==> src/rtl/systolic_collect_bottom_out_if.sv <==
// rtl/systolic_collect_bottom_out_if.sv - start/data/result handshake bundle for the bottom-edge deskew collector
interface systolic_collect_bottom_out_if #(
  parameter int MAC_WIDTH = 4,
  parameter int ACC_SIZE  = 16
);
  logic                                        instr;
  logic [ACC_SIZE*MAC_WIDTH-1:0]               data_in;
  logic                                        matrix_ready;
  logic [ACC_SIZE*MAC_WIDTH*MAC_WIDTH-1:0]     matrix_out;
  logic                                        matrix_valid;
  logic                                        busy;

  modport master (
    output instr, data_in, matrix_ready,
    input  matrix_out, matrix_valid, busy
  );

  modport slave (
    input  instr, data_in, matrix_ready,
    output matrix_out, matrix_valid, busy
  );
endinterface

==> src/rtl/systolic_collect_bottom_out.sv <==
// rtl/systolic_collect_bottom_out.sv - deskews the bottom-edge result wavefront into a row-major matrix
// Optional sticky start-overrun flag: define SYSTOLIC_COLLECT_OVERRUN_EN.
module systolic_collect_bottom_out #(
  parameter int MAC_WIDTH = 4,
  parameter int ACC_SIZE  = 16
) (
  input  logic clock,
  input  logic reset,
  systolic_collect_bottom_out_if.slave bus
`ifdef SYSTOLIC_COLLECT_OVERRUN_EN
  ,
  output logic overrun
`endif
);

  localparam int LAST_K = 2 * MAC_WIDTH - 2;
  localparam int KW     = $clog2(2 * MAC_WIDTH);

  typedef enum logic [1:0] {
    IDLE    = 2'd0,
    COLLECT = 2'd1,
    DONE    = 2'd2
  } state_t;

  state_t                                    state_q, state_d;
  logic [KW-1:0]                             k_q, k_d;
  logic                                      capture_en;
  logic [ACC_SIZE*MAC_WIDTH*MAC_WIDTH-1:0]   matrix_q;

  always_ff @(posedge clock or negedge reset) begin
    if (!reset) begin
      state_q <= IDLE;
      k_q     <= '0;
    end else begin
      state_q <= state_d;
      k_q     <= k_d;
    end
  end

  // The edge that samples instr in IDLE is itself capture k=0, so IDLE and
  // COLLECT share the same capture/advance path.
  always_comb begin
    state_d    = state_q;
    k_d        = k_q;
    capture_en = 1'b0;
    case (state_q)
      IDLE:    capture_en = bus.instr;
      COLLECT: capture_en = 1'b1;
      DONE:    if (bus.matrix_ready) state_d = IDLE;
      default: state_d = IDLE;
    endcase
    if (capture_en) begin
      if (k_q == KW'(LAST_K)) begin
        state_d = DONE;
        k_d     = '0;
      end else begin
        state_d = COLLECT;
        k_d     = k_q + KW'(1);
      end
    end
  end

  // Element (r,c) sits on the anti-diagonal r+c of the wavefront.
  always_ff @(posedge clock or negedge reset) begin
    if (!reset) begin
      matrix_q <= '0;
    end else if (capture_en) begin
      for (int r = 0; r < MAC_WIDTH; r++) begin
        for (int c = 0; c < MAC_WIDTH; c++) begin
          if (k_q == KW'(r + c)) begin
            matrix_q[(r*MAC_WIDTH+c)*ACC_SIZE +: ACC_SIZE] <= bus.data_in[c*ACC_SIZE +: ACC_SIZE];
          end
        end
      end
    end
  end

  assign bus.matrix_out   = matrix_q;
  assign bus.matrix_valid = (state_q == DONE);
  assign bus.busy         = (state_q != IDLE);

`ifdef SYSTOLIC_COLLECT_OVERRUN_EN
  always_ff @(posedge clock or negedge reset) begin
    if (!reset) begin
      overrun <= 1'b0;
    end else if (bus.instr && (state_q != IDLE)) begin
      overrun <= 1'b1;
    end
  end
`endif

endmodule

==> src/flat_wrapper.sv <==
// flat-port wrapper written by rule: the top's interface ports become plain ports
module systolic_collect_bottom_out_flat 
#(
  parameter int MAC_WIDTH = 4,
  parameter int ACC_SIZE  = 16
)
  (clock, reset, bus_instr, bus_data_in, bus_matrix_ready, bus_matrix_out, bus_matrix_valid, bus_busy);
  systolic_collect_bottom_out_if #(.MAC_WIDTH(MAC_WIDTH), .ACC_SIZE(ACC_SIZE)) bus_i ();
  input  logic clock;
  input  logic reset;
  input wire logic [$bits(bus_i.instr)-1:0] bus_instr;
  input wire logic [$bits(bus_i.data_in)-1:0] bus_data_in;
  input wire logic [$bits(bus_i.matrix_ready)-1:0] bus_matrix_ready;
  output wire logic [$bits(bus_i.matrix_out)-1:0] bus_matrix_out;
  output wire logic [$bits(bus_i.matrix_valid)-1:0] bus_matrix_valid;
  output wire logic [$bits(bus_i.busy)-1:0] bus_busy;
  assign bus_i.instr = bus_instr;
  assign bus_i.data_in = bus_data_in;
  assign bus_i.matrix_ready = bus_matrix_ready;
  assign bus_matrix_out = bus_i.matrix_out;
  assign bus_matrix_valid = bus_i.matrix_valid;
  assign bus_busy = bus_i.busy;
  systolic_collect_bottom_out #(.MAC_WIDTH(MAC_WIDTH), .ACC_SIZE(ACC_SIZE)) u_core (.clock(clock), .reset(reset), .bus(bus_i));
endmodule
==> config.mk <==
export PLATFORM = sky130hd
export DESIGN_NAME = systolic_collect_bottom_out_flat
export DESIGN_NICKNAME = d
export VERILOG_FILES = /design/src/rtl/systolic_collect_bottom_out_if.sv /design/src/rtl/systolic_collect_bottom_out.sv /design/src/flat_wrapper.sv
export SDC_FILE = /design/constraint.sdc
export NUM_CORES = 1
export LEC_CHECK = 0
export CAP_MARGIN = 20
export CORE_ASPECT_RATIO = 1.75
export CORE_MARGIN = 2
export CORE_UTILIZATION = 40
export CTS_CLUSTER_SIZE = 14
export DETAILED_ROUTE_END_ITERATION = 6
export GPL_TIMING_DRIVEN = 0
export PLACE_DENSITY = 0.82
export SLEW_MARGIN = 40
export SYNTH_ARGS = -nofsm -noshare
export SYNTH_HDL_FRONTEND = slang
export SYNTH_SLANG_ARGS = --single-unit
==> constraint.sdc <==
create_clock -name clock -period 3.8 [get_ports clock]
set_input_delay 0.76 -clock clock [delete_from_list [all_inputs] [get_ports clock]]
set_output_delay 0.76 -clock clock [all_outputs]
set_load 0.01 [all_outputs]
==> flow_summary.ini, run 1 <==
[layout]
area.growth.synth_to_final_pct = 45.5
fin_nets = 993
drive_above_1_share_pct = 34.6
n_antenna_cell = 0

[routing]
first_pass_iters = 4
antenna_left = 0
drt-initial-drc-count = 247
wl_per_cell_um = 20.8
via_per_inst = 4.95
finalWirelength_um = 25900
drc = 0
vias = 6172

[logic_synthesis]
syn_area_um2 = 9850
synth_edf_count = 0
synth_compound_gate_area_share_pct = 0.762
synth_top_family_by_area = multiplexers
ys_ff_latch = 261
muxShareOfSynthArea_pct = 30.0
syn_inst = 570
synthesis.nets = 639
synth_fa_ha_area_share_pct = 0.127
synth_xor_area_share_pct = 0
postSynth.asyncResetShare_pct = 100
syn_avg_cell_area_um2 = 17.3
synth-simple-area-share_pct = 1.13
ys_seq_area_share_pct = 66.3
synthDistinctLibCells = 29
synthFlopType = dfrtp_1
yosys_warnings = 0

[global_routing]
grt.met2_usage_pct = 36.5
gr-usage-met1_pct = 22.0
grt_max_degree = 78
grt_pass1_vias = 6723
use_met3_pct = 3.69
grt_use_total_pct = 20.0
grt_pass1_wl_um = 39600
gr-total-overflow = 0
antenna_found_initial = 0
busiest_layer = met2

[power_and_ir_drop]
peakVddDrop_v = 0.000590
p_leak_nw = 6.13
power_density_nw_per_um2 = 978
totalPowerFinal_mw = 14.0

[critical_path]
slowest_delay_ns = 0.53
cp_slowest_cell = clkdlybuf4s50_1
startpoint = u_core.state_q[1]
crit_path_max_fanout = 7
path_delay_family = buffers and inverters
rr_startpoint = u_core.k_q[0]
worstSetupPathType = flip-flop to output pin
critPathRequiredTime_ns = 3.04
arrival_ns = 1.81
critical_path_buf_inv_count = 1
worstSetupStartpointType = flip-flop
path_cells = or2_2, clkdlybuf4s50_1
worstReg2RegEnd = u_core.bus.matrix_out[250]
end_kind = output pin
rrSetupSlack_ns = 1.56
reg2reg_depth = 4

[clock_tree]
cts.path.max_buffers = 3
postCtsSetupBuffers = 0
path_clk_slew_ns = 0.06
clock_sinks = 261
root_buffer = clkbuf_16
cts_hold_buf = 0
clock_latency_ns = 0.53
cts_made_buffers = 24
htree_levels = 1
tritoncts = yes
cts_resized = 0

[sta]
worstMarginPinSlew_ns = 0.803
hold_viol = 0
slew_viol_final = 0
setup_violations = 0
setup_tns_ns = 0
post-route-min-period_ns = 2.57
maxSlewHeadroom_pct = 46.2
fmax_mhz = 389
rsz0062_at_grt = false
setup_ws_ns = 1.23
fin_crit_sh_pct = 67.7
skew_ns = 0.0226

[hold_path]
hold_path_class = input port to async pin

[floorplan]
die_w_um = 123
die_area_um2 = 25900
row_count = 76
die_y_um = 212
start_util_pct = 40.3
core_um2 = 24400
pin_count = 326

[place]
pre_cts_ws_ns = 0.715
gp_congestion = 0.778
dp_hpwl_um = 18900
port_buffers = 325

[outcome]
status = finished clean

[flow_run]
maxCapViolCount = 0
==> metrics by stage <==
| stage | utilization [%] | hold WS [ns] | std cells | cell area (µm²) |
|---|---|---|---|---|
| final | 58.6 | 0.193 | 1248 | 14300 |
| after global routing | 58.6 | 0.220 | 1248 | 14300 |
| after CTS | 58.6 | 0.190 | 1248 | 14300 |
| after detailed placement | 55.6 | 0.491 | 1210 | 13600 |
| after global placement | 55.2 | 0.486 | 1207 | 13500 |
| after floorplan | - | 0.464 | 570 | 9850 |
==> cell type report <==
| type | count | area (µm²) |
|---|---|---|
| Fill cell | 1928 | 10100 |
| Sequential cell | 261 | 6530 |
| Timing Repair Buffer | 328 | 3340 |
| Multi-Input combinational cell | 281 | 3160 |
| Clock buffer | 36 | 717 |
| Tap cell | 312 | 390 |
| Buffer | 25 | 146 |
| Clock inverter | 2 | 35.0 |
| Inverter | 3 | 11.3 |
==> routing by layer <==
layer,up-vias,wire (µm)
li1,2726,-
met5,-,0
met3,62,1370
met1,3166,9130
met4,0,1280
met2,218,14100
==> state kept, by name (all words and copies together) (netlist names) <==
register / count
u_core.state_q: 2
u_core.bus.matrix_out: 256
u_core.k_q: 3
==> cell usage in the layout, fill, tap and decap left out, drive strengths merged, types with 2 or more instances in the layout <==
cell	netlist	final
a21o	2	2
clkdlybuf4s50	0	324
nor2	2	2
clkbuf	1	37
dfrtp	261	261
nand2b	2	2
buf	24	28
o21ba	2	2
inv	3	3
mux2	256	256
==> synth_stat cells, types with 2 or more instances <==
master / count / area (µm²)
o21ba_2: 2 / 20.0
inv_1: 3 / 11.3
mux2_4: 20 / 300
buf_2: 20 / 100
nand2b_1: 2 / 12.5
buf_6: 3 / 33.8
a21o_1: 2 / 15.0
nor2_1: 2 / 7.51
mux2_2: 236 / 2660
dfrtp_1: 261 / 6530
==> worst max-delay path by stage <==
stage	to	slack, ns	cells after the start
after floorplan	u_core.bus.matrix_out[171]	1.77	5
after global placement	u_core.bus.matrix_out[37]	-8.91	1
after detailed placement	u_core.bus.matrix_out[141]	0.71	6
after CTS	bus_busy	1.21	2
after global routing	u_core.bus.matrix_out[135]	1.09	6
final	bus_busy	1.23	2
==> power breakdown <==
part | internal, mW | leakage (nW) | switching, mW | total, mW
clock | 1.36 | 0.369 | 1.00 | 2.36
combinational | 4.11 | 2.66 | 2.58 | 6.69
sequential | 4.23 | 3.10 | 0.744 | 4.97
==> kinds of logic (layout without fill, tap and decap cells) <==
family                   after synthesis  count (layout)
flip-flops                           261             261
multiplexers                         256             256
buffers and inverters                 28             394
AND/OR/NAND/NOR                       15              15
AO/OA/AOI/OAI                          9               9
adder cells (fa/ha/maj)                1               1
(Power assumes the default switching activity.)
==> run 2: changes to the inputs <==
--- a/config.mk
+++ b/config.mk
@@ -12,7 +12,7 @@
 export CTS_CLUSTER_SIZE = 14
 export DETAILED_ROUTE_END_ITERATION = 6
 export GPL_TIMING_DRIVEN = 0
-export PLACE_DENSITY = 0.82
+export PLACE_DENSITY = 0.85
 export SLEW_MARGIN = 40
 export SYNTH_ARGS = -nofsm -noshare
 export SYNTH_HDL_FRONTEND = slang
==> constraint.sdc (replaced) <==
create_clock -name clock -period 2.35 [get_ports clock]
set_input_delay 0.47 -clock clock [delete_from_list [all_inputs] [get_ports clock]]
set_output_delay 0.47 -clock clock [all_outputs]
set_load 0.01 [all_outputs]
==> flow_summary.ini, run 2 (synthesis results as in run 1) <==
[power_and_ir_drop]
p_leak_nw = 6.15
totalPowerFinal_mw = 22.9
peakVddDrop_v = 0.000877
power_density_nw_per_um2 = 1590

[critical_path]
rr_startpoint = u_core.state_q[1]
startpoint = u_core.state_q[1]
worstSetupPathType = flip-flop to output pin
worstSetupStartpointType = flip-flop
arrival_ns = 1.83
worstReg2RegEnd = u_core.bus.matrix_out[179]
endpoint = bus_busy
rrSetupSlack_ns = 0.12
end_kind = output pin
crit_path_max_fanout = 7
reg2reg_depth = 4
critPathRequiredTime_ns = 1.88

[routing]
vias = 6167
drt-met1-wl_um = 9220
dr.max_layer_used = met4
antenna_left = 0
drt-initial-drc-count = 298
wl_met2_um = 14500
dr_wl_met3_um = 1500
first_pass_iters = 4
finalWirelength_um = 26200
wl_per_cell_um = 20.9
drc = 0
via_per_inst = 4.92

[sta]
fmax_mhz = 434
fin_crit_sh_pct = 98.0
hold_slack_ns = 0.426
hold_viol = 0
worstMarginPinSlew_ns = 0.641
rsz0062_at_grt = true
slew_viol_final = 0
skew_ns = 0.00997
maxSlewHeadroom_pct = 57.2
setup_ws_ns = 0.0460
setup_violations = 0
setup_tns_ns = 0
post-route-min-period_ns = 2.30

[clock_tree]
root_buffer = clkbuf_16
htree_levels = 1
clock_latency_ns = 0.53
clock_sinks = 261
postCtsSetupBuffers = 0
path_clk_slew_ns = 0.07
tritoncts = yes
cts_made_buffers = 24
cts.path.max_buffers = 3

[floorplan]
die_w_um = 123
die_area_um2 = 25900
row_count = 76
start_util_pct = 40.3
core_um2 = 24400
pin_count = 326
die_y_um = 212

[global_routing]
grt_pass1_vias = 6736
gr-total-overflow = 0
antenna_found_initial = 0
grt_use_total_pct = 20.2
grt_pass1_wl_um = 39600
grt_max_degree = 79

[place]
gp_congestion = 0.794
dp_hpwl_um = 19100
port_buffers = 325
pre_cts_ws_ns = -0.417

[layout]
drive_above_1_share_pct = 34.8
layout_common_cells = clkdlybuf4s50_1 (324), dfrtp_1 (261), mux2_2 (236)
fin_util_pct = 58.9
layout.cells.most_common = clkdlybuf4s50_1
largest_reg_flops = 256
area.growth.synth_to_final_pct = 46.1
n_antenna_cell = 0
fin_nets = 994

[flow_run]
maxCapViolCount = 0

[hold_path]
hold_path_class = input port to async pin

[outcome]
status = finished clean
run 2: cell count changes in the layout (fill, tap and decap cells not counted), sizes merged:
cell         delta
clkinv          +2
buf             -1
dlygate4sd3     +1
clkbuf          +2
bufinv          +1
run 2: per-layer routing:
metal	track usage, %	vias up
li1	-	2731
met1	21.9	3162
met2	37.2	212
met3	4.20	62
met4	8.68	0
met5	0	-
run 2: metrics by stage:
step	std cells	instance area, µm²
floorplan	570	9850
CTS	1253	14400
global placement	1207	13500
global route	1253	14400
detailed placement	1210	13600
finish	1253	14400
run 2: repair_timing:
action                                  in CTS  in global routing
endpoints found under the hold margin       43                  0
hold buffers                                 1                  0
endpoints found under the setup margin       0                 12
resized for setup                            0                  3
run 2: cell type report:
cell class | instances | area, µm²
repair buffers | 329 | 3350
fillers | 1882 | 10100
flip-flops and latches | 261 | 6530
clock inverters | 5 | 75.1
inverters | 3 | 11.3
multi-input cells | 281 | 3170
plain buffers | 25 | 149
well taps | 312 | 390
clock buffers | 37 | 711
run 2: power by group:
part | internal [mW] | switching (mW)
logic | 6.66 | 4.19
clock network | 2.29 | 1.68
registers | 6.84 | 1.22
total | 15.8 | 7.09
run 2: worst min-delay path by stage:
stage	start	endpoint	slack [ns]	cells past startpoint
floorplan	reset	u_core.bus.matrix_out[0]	0.17	0
global placement	u_core.bus.matrix_out[79]	u_core.bus.matrix_out[79]	0.49	1
detailed placement	reset	u_core.bus.matrix_out[179]	0.38	1
CTS	reset	u_core.bus.matrix_out[179]	0.41	2
global route	reset	u_core.bus.matrix_out[179]	0.45	2
finish	reset	u_core.bus.matrix_out[179]	0.43	2
run 2: critical path, cell delays in order, from the launching register on:
cell and delay [ns]:
dfrtp_1 0.46, or2_2 0.32, clkdlybuf4s50_1 0.53
